--- config.mk ---
export PLATFORM = sky130hd
export DESIGN_NAME = cache_tagv_refill_ctrl
export DESIGN_NICKNAME = d
export VERILOG_FILES = /design/src/rtl/cache_pkg.sv /design/src/rtl/cache_tag_cmp.sv /design/src/rtl/cache_tagv_refill_ctrl.sv
export SDC_FILE = /design/constraint.sdc
export NUM_CORES = 1
export LEC_CHECK = 0
export CELL_PAD_IN_SITES_DETAIL_PLACEMENT = 1
export CELL_PAD_IN_SITES_GLOBAL_PLACEMENT = 1
export CORE_ASPECT_RATIO = 0.7
export CORE_MARGIN = 1.5
export CORE_UTILIZATION = 20
export CTS_CLUSTER_DIAMETER = 120
export DETAILED_ROUTE_END_ITERATION = 6
export GPL_ROUTABILITY_DRIVEN = 1
export PLACE_DENSITY = 0.9
export REMOVE_ABC_BUFFERS = 1
export SYNTH_ARGS = -nofsm -noshare
export SYNTH_HDL_FRONTEND = slang
export SYNTH_SLANG_ARGS = --single-unit
--- constraint.sdc ---
create_clock -name clk -period 1.6 [get_ports clk]
set_input_delay 0.16 -clock clk [delete_from_list [all_inputs] [get_ports clk]]
set_output_delay 0.16 -clock clk [all_outputs]
set_load 0.01 [all_outputs]
--- src/rtl/cache_pkg.sv ---
// Shared definitions for the tag/valid lookup and refill controller.
// The FLUSH state exists only when CACHE_TAGV_FLUSH_EN is defined.
package cache_pkg;

    localparam int LINE_WORDS = 4;
    localparam int TAG_W      = 23;
    localparam int ENTRY_W    = 24;
    localparam int VALID_BIT  = 23;
    localparam int IDX_W      = 5;
    localparam int BEAT_W     = 2;
    localparam int OFF_LSB    = 2;
    localparam int IDX_LSB    = 4;
    localparam int TAG_LSB    = 9;
    localparam int LINE_W     = 32 - IDX_LSB;

    typedef enum logic [2:0] {
        S_IDLE    = 3'd0,
        S_LOOKUP  = 3'd1,
        S_MEM_REQ = 3'd2,
        S_REFILL  = 3'd3,
`ifdef CACHE_TAGV_FLUSH_EN
        S_UPDATE  = 3'd4,
        S_FLUSH   = 3'd5
`else
        S_UPDATE  = 3'd4
`endif
    } state_t;

endpackage

--- src/rtl/cache_tag_cmp.sv ---
// Combinational {valid,tag} compare of one tag-array entry.
// Produces the hit flag used by the LOOKUP state.
module cache_tag_cmp
    import cache_pkg::*;
(
    input  logic [ENTRY_W-1:0] entry,
    input  logic [TAG_W-1:0]   tag,
    output logic               hit
);

    assign hit = entry[VALID_BIT] && (entry[TAG_W-1:0] == tag);

endmodule

--- src/rtl/cache_tagv_refill_ctrl.sv ---
// Tag/valid lookup and 4-word line refill controller.
// Define CACHE_TAGV_FLUSH_EN to add flush_req/flush_busy and a 32-cycle FLUSH.
module cache_tagv_refill_ctrl
    import cache_pkg::*;
(
    input  logic               clk,
    input  logic               rst,
    input  logic               cpu_req_valid,
    input  logic [31:0]        cpu_req_addr,
    output logic               cpu_req_ready,
    output logic               cpu_rsp_valid,
    output logic               cpu_rsp_hit,
    output logic [IDX_W-1:0]   tag_a,
    output logic               tag_we,
    output logic [ENTRY_W-1:0] tag_d,
    output logic [IDX_W-1:0]   tag_a_2,
    input  logic [ENTRY_W-1:0] tag_spo_2,
    output logic               mem_req_valid,
    input  logic               mem_req_ready,
    output logic [31:0]        mem_req_addr,
    input  logic               mem_rsp_valid,
    input  logic [31:0]        mem_rsp_data,
`ifdef CACHE_TAGV_FLUSH_EN
    input  logic               flush_req,
    output logic               flush_busy,
`endif
    output logic               dram_we,
    output logic [6:0]         dram_waddr,
    output logic [31:0]        dram_wdata
);

    state_t              state_q;
    state_t              state_d;
    logic [LINE_W-1:0]   line_q;
    logic [BEAT_W-1:0]   beat_q;
    logic [IDX_W-1:0]    idx;
    logic [TAG_W-1:0]    tag;
    logic                hit;
    logic                accept;
    logic                unused_ok;

    assign idx       = line_q[IDX_W-1:0];
    assign tag       = line_q[LINE_W-1:IDX_W];
    assign accept    = (state_q == S_IDLE) && cpu_req_valid && cpu_req_ready;
    assign unused_ok = &{1'b0, cpu_req_addr[IDX_LSB-1:0]};

    cache_tag_cmp u_cmp (
        .entry (tag_spo_2),
        .tag   (tag),
        .hit   (hit)
    );

`ifdef CACHE_TAGV_FLUSH_EN
    logic [IDX_W-1:0] flush_idx_q;

    always_ff @(posedge clk) begin
        if (rst || state_q != S_FLUSH) begin
            flush_idx_q <= '0;
        end else begin
            flush_idx_q <= flush_idx_q + 1'b1;
        end
    end
`endif

    always_ff @(posedge clk) begin
        if (rst) begin
            state_q <= S_IDLE;
            line_q  <= '0;
            beat_q  <= '0;
        end else begin
            state_q <= state_d;
            if (accept) begin
                line_q <= cpu_req_addr[31:IDX_LSB];
            end
            if (state_q == S_REFILL && mem_rsp_valid) begin
                beat_q <= beat_q + 1'b1;
            end
        end
    end

    always_comb begin
        state_d       = state_q;
        cpu_req_ready = 1'b0;
        cpu_rsp_valid = 1'b0;
        cpu_rsp_hit   = 1'b0;
        tag_a         = '0;
        tag_we        = 1'b0;
        tag_d         = '0;
        tag_a_2       = idx;
        mem_req_valid = 1'b0;
        mem_req_addr  = '0;
        dram_we       = 1'b0;
        dram_waddr    = '0;
        dram_wdata    = '0;
`ifdef CACHE_TAGV_FLUSH_EN
        flush_busy    = 1'b0;
`endif
        unique case (state_q)
            S_IDLE: begin
`ifdef CACHE_TAGV_FLUSH_EN
                cpu_req_ready = !flush_req;
                if (flush_req) begin
                    state_d = S_FLUSH;
                end else if (cpu_req_valid) begin
                    tag_a_2 = cpu_req_addr[TAG_LSB-1:IDX_LSB];
                    state_d = S_LOOKUP;
                end
`else
                cpu_req_ready = 1'b1;
                if (cpu_req_valid) begin
                    tag_a_2 = cpu_req_addr[TAG_LSB-1:IDX_LSB];
                    state_d = S_LOOKUP;
                end
`endif
            end
            S_LOOKUP: begin
                if (hit) begin
                    cpu_rsp_valid = 1'b1;
                    cpu_rsp_hit   = 1'b1;
                    state_d       = S_IDLE;
                end else begin
                    state_d = S_MEM_REQ;
                end
            end
            S_MEM_REQ: begin
                mem_req_valid = 1'b1;
                mem_req_addr  = {line_q, 4'b0000};
                if (mem_req_ready) begin
                    state_d = S_REFILL;
                end
            end
            S_REFILL: begin
                if (mem_rsp_valid) begin
                    dram_we    = 1'b1;
                    dram_waddr = {idx, beat_q};
                    dram_wdata = mem_rsp_data;
                    if (beat_q == BEAT_W'(LINE_WORDS - 1)) begin
                        state_d = S_UPDATE;
                    end
                end
            end
            // valid is set only here, after the last data beat has landed
            S_UPDATE: begin
                tag_we        = 1'b1;
                tag_a         = idx;
                tag_d         = {1'b1, tag};
                cpu_rsp_valid = 1'b1;
                state_d       = S_IDLE;
            end
`ifdef CACHE_TAGV_FLUSH_EN
            S_FLUSH: begin
                tag_we     = 1'b1;
                tag_a      = flush_idx_q;
                flush_busy = 1'b1;
                if (flush_idx_q == '1) begin
                    state_d = S_IDLE;
                end
            end
`endif
            default: begin
                state_d = S_IDLE;
            end
        endcase
    end

endmodule

==> results.sh <==
export IMPL_period_minus_slack_ns=2.085
export IMPL_start_util=0.2094
export IMPL_num_rows=31
export IMPL_hold_path_class="in2reg"
export IMPL_powerDensity_nw_per_um2=493.4
export IMPL_fillers=1103
export IMPL_postRouteAntennaNets=0
export IMPL_yosys_top_cells_area="dfxtp_1 (30%), and2_1 (27%), xnor2_1 (9.6%), nand2_1 (8.2%), a21oi_1 (5.2%)"
export IMPL_ys_seq_area_frac=0.3002
export IMPL_avgSynthCellArea_um2=7.537
export IMPL_dieArea_um2=11650
export IMPL_layout_nets=670
export IMPL_yosys_top_cells_count="and2_1 (95), nand2_1 (48), dfxtp_1 (33)"
export IMPL_synthArstFlopShare=0
export IMPL_ys_types=30
export IMPL_max_freq_ghz=0.4797
export IMPL_required_ns=1.44
export IMPL_cts_hold_buf=0
export IMPL_synth_seq_cells=33
export IMPL_peakVddDrop_uv=325.9
export IMPL_drive_gt1_frac=0.6360
export IMPL_grt_pass1_wl_mm=22.16
export IMPL_wire_per_inst_um=22.67
export IMPL_hold_viol_final=0
export IMPL_synth_area_um2=2201
export IMPL_post_place_ws_ns=-0.9901
export IMPL_final_util=0.5953
export IMPL_worstSetupEndpointType="output port"
export IMPL_area_growth_pct=184.3
export IMPL_drv_cap=0
export IMPL_boundaryPins=204
export IMPL_failed_checks="negative setup slack"
export IMPL_finalCritPeriodShare=1.303
export IMPL_dp_final_hpwl_mm=8.807
export IMPL_outcome="finished with violations"
export IMPL_port_buffers=195
export IMPL_drt_initial_drc_count=100
export IMPL_yosys_area_top_type="dfxtp_1"
export IMPL_crit_type="reg2out"
export IMPL_core_area_um2=10510
export IMPL_diodes=0
export IMPL_die_height_um=90.77
export IMPL_critPathMaxFanout=3
export IMPL_p_leak_uw=0.002789
export IMPL_start_kind="flop"
export IMPL_fin_ws_ns=-0.4847
export IMPL_grt_pass1_vias=3614
export IMPL_root_buffer="clkbuf_16"
export IMPL_track_usage=0.2573
export IMPL_die_x_um=128.4
export IMPL_synthCells=292
export IMPL_synth_edf_count=0
export IMPL_cts_sinks=33
export IMPL_firstDrtPassIters=4
export IMPL_p_total_uw=3087
export IMPL_gp_congestion=0.7615
export IMPL_vias=3273
export IMPL_insertion_delay_ns=0.28
export IMPL_synth_most_common_cell="and2_1"
export IMPL_finClkSkew_ns=0.006234
export IMPL_setup_viol=122
export IMPL_yosysWarnings=0
export IMPL_antenna_found_initial=0
export IMPL_synth_main_ff_cell="dfxtp_1"
export IMPL_synth_top_area_frac=0.3002
export IMPL_drt_wl_total_mm=16.44
export IMPL_routed_via_density=4.514
export IMPL_htreeDepth=2
export IMPL_remaining_drc_errors=0
export IMPL_cts_max_path_buffers=2
export IMPL_cts_buffers=5
export IMPL_cts_tree="yes"
export IMPL_critPathArrivalTime_ns=1.92
export IMPL_rsz0062_at_grt="true"
export IMPL_clk_pin_slew_worst_paths_ns=0.06
export IMPL_overflow=0
export IMPL_grt_max_degree=34
export IMPL_slew_violations=0
where the power goes:
group | switching (uW) | internal [uW] | total [uW]
combinational | 488 | 718 | 1210
sequential | 56.7 | 883 | 940
clock | 362 | 580 | 942
total | 906 | 2180 | 3090
sequential cells by signal, indices dropped and copies added (netlist names):
register,cells
beat_q,2
state_q,3
line_q,28
stage by stage:
| stage | instance area [um2] | hold slack (ns) | setup TNS (ns) | cells |
|---|---|---|---|---|
| after floorplan | 2086 | 0.2291 | -36.98 | 269 |
| after global placement | 4561 | 0.4826 | -26.61 | 651 |
| after detailed placement | 4561 | 0.5000 | -32.86 | 651 |
| after CTS | 5789 | 0.4222 | -17.76 | 721 |
| after global routing | 6257 | 0.4452 | -25.86 | 725 |
| final | 6257 | 0.4387 | -20.76 | 725 |
metal layers:
layer,wire (um),share of wire,GRT usage
met4,362,0.022,0.03558
met5,0,0,0
met3,702,0.043,0.03555
met1,6707,0.41,0.3178
met2,8662,0.53,0.4807
what timing repair did:
action,in CTS,in global routing
cloned,11,1
resized for setup,661,113
setup endpoints to repair,108,133
setup buffers,53,11
pin swaps,65,41
cell usage in the layout, fill, tap and decap left out, types with 4 or more instances in the layout:
cell type,count
dfxtp_2,13
nand2_2,4
buf_4,37
dlygate4sd2_1,11
xnor2_2,8
and2_4,96
clkdlybuf4s50_1,77
nand4_1,6
buf_6,141
buf_12,14
clkbuf_16,6
nand2_1,44
buf_8,7
a21oi_1,13
conb_1,4
dfxtp_1,18
buf_16,7
a21oi_2,10
xnor2_1,16
mux2_4,5
worst paths after layout:
check | from | cells past startpoint | slack [ns] | end
worst min register to register | line_q[6] | 2 | 0.51 | line_q[6]
worst max-delay path | line_q[15] | 5 | -0.48 | cpu_rsp_hit
worst min-delay path | cpu_req_addr[24] | 3 | 0.44 | line_q[20]
worst max register to register | state_q[0] | 7 | -0.16 | line_q[1]
logic make-up (layout without fill, tap and decap cells):
logic type               Yosys count  in the layout  share of synthesized area
AND/OR/NAND/NOR                  173            173                     0.4400
flip-flops                        33             33                     0.3002
buffers and inverters             27            309                    0.05912
AO/OA/AOI/OAI                     26             26                    0.06311
XOR/XNOR                          24             24                    0.09551
multiplexers                       7              7                    0.03468
adder cells (fa/ha/maj)            1              1                   0.005684
other                              1              4                   0.001704
final cells by class:
cell class / count / area [um2] / area share
clock buffer: 8 / 136.4 / 0.02180
inverter: 1 / 3.754 / 0.0005999
multi-input combinational: 235 / 1879 / 0.3003
sequential: 33 / 684.4 / 0.1094
tap: 148 / 185.2 / 0.02959
timing repair buffer: 300 / 3368 / 0.5383
critical path, cell delays in order (launching register included):
cell and delay (ns):
dfxtp_2 0.36, xnor2_2 0.11, nand4_1 0.14, or4_4 0.64, nor4_4 0.22, buf_2 0.17
Power figures use the tool's default switching activity.
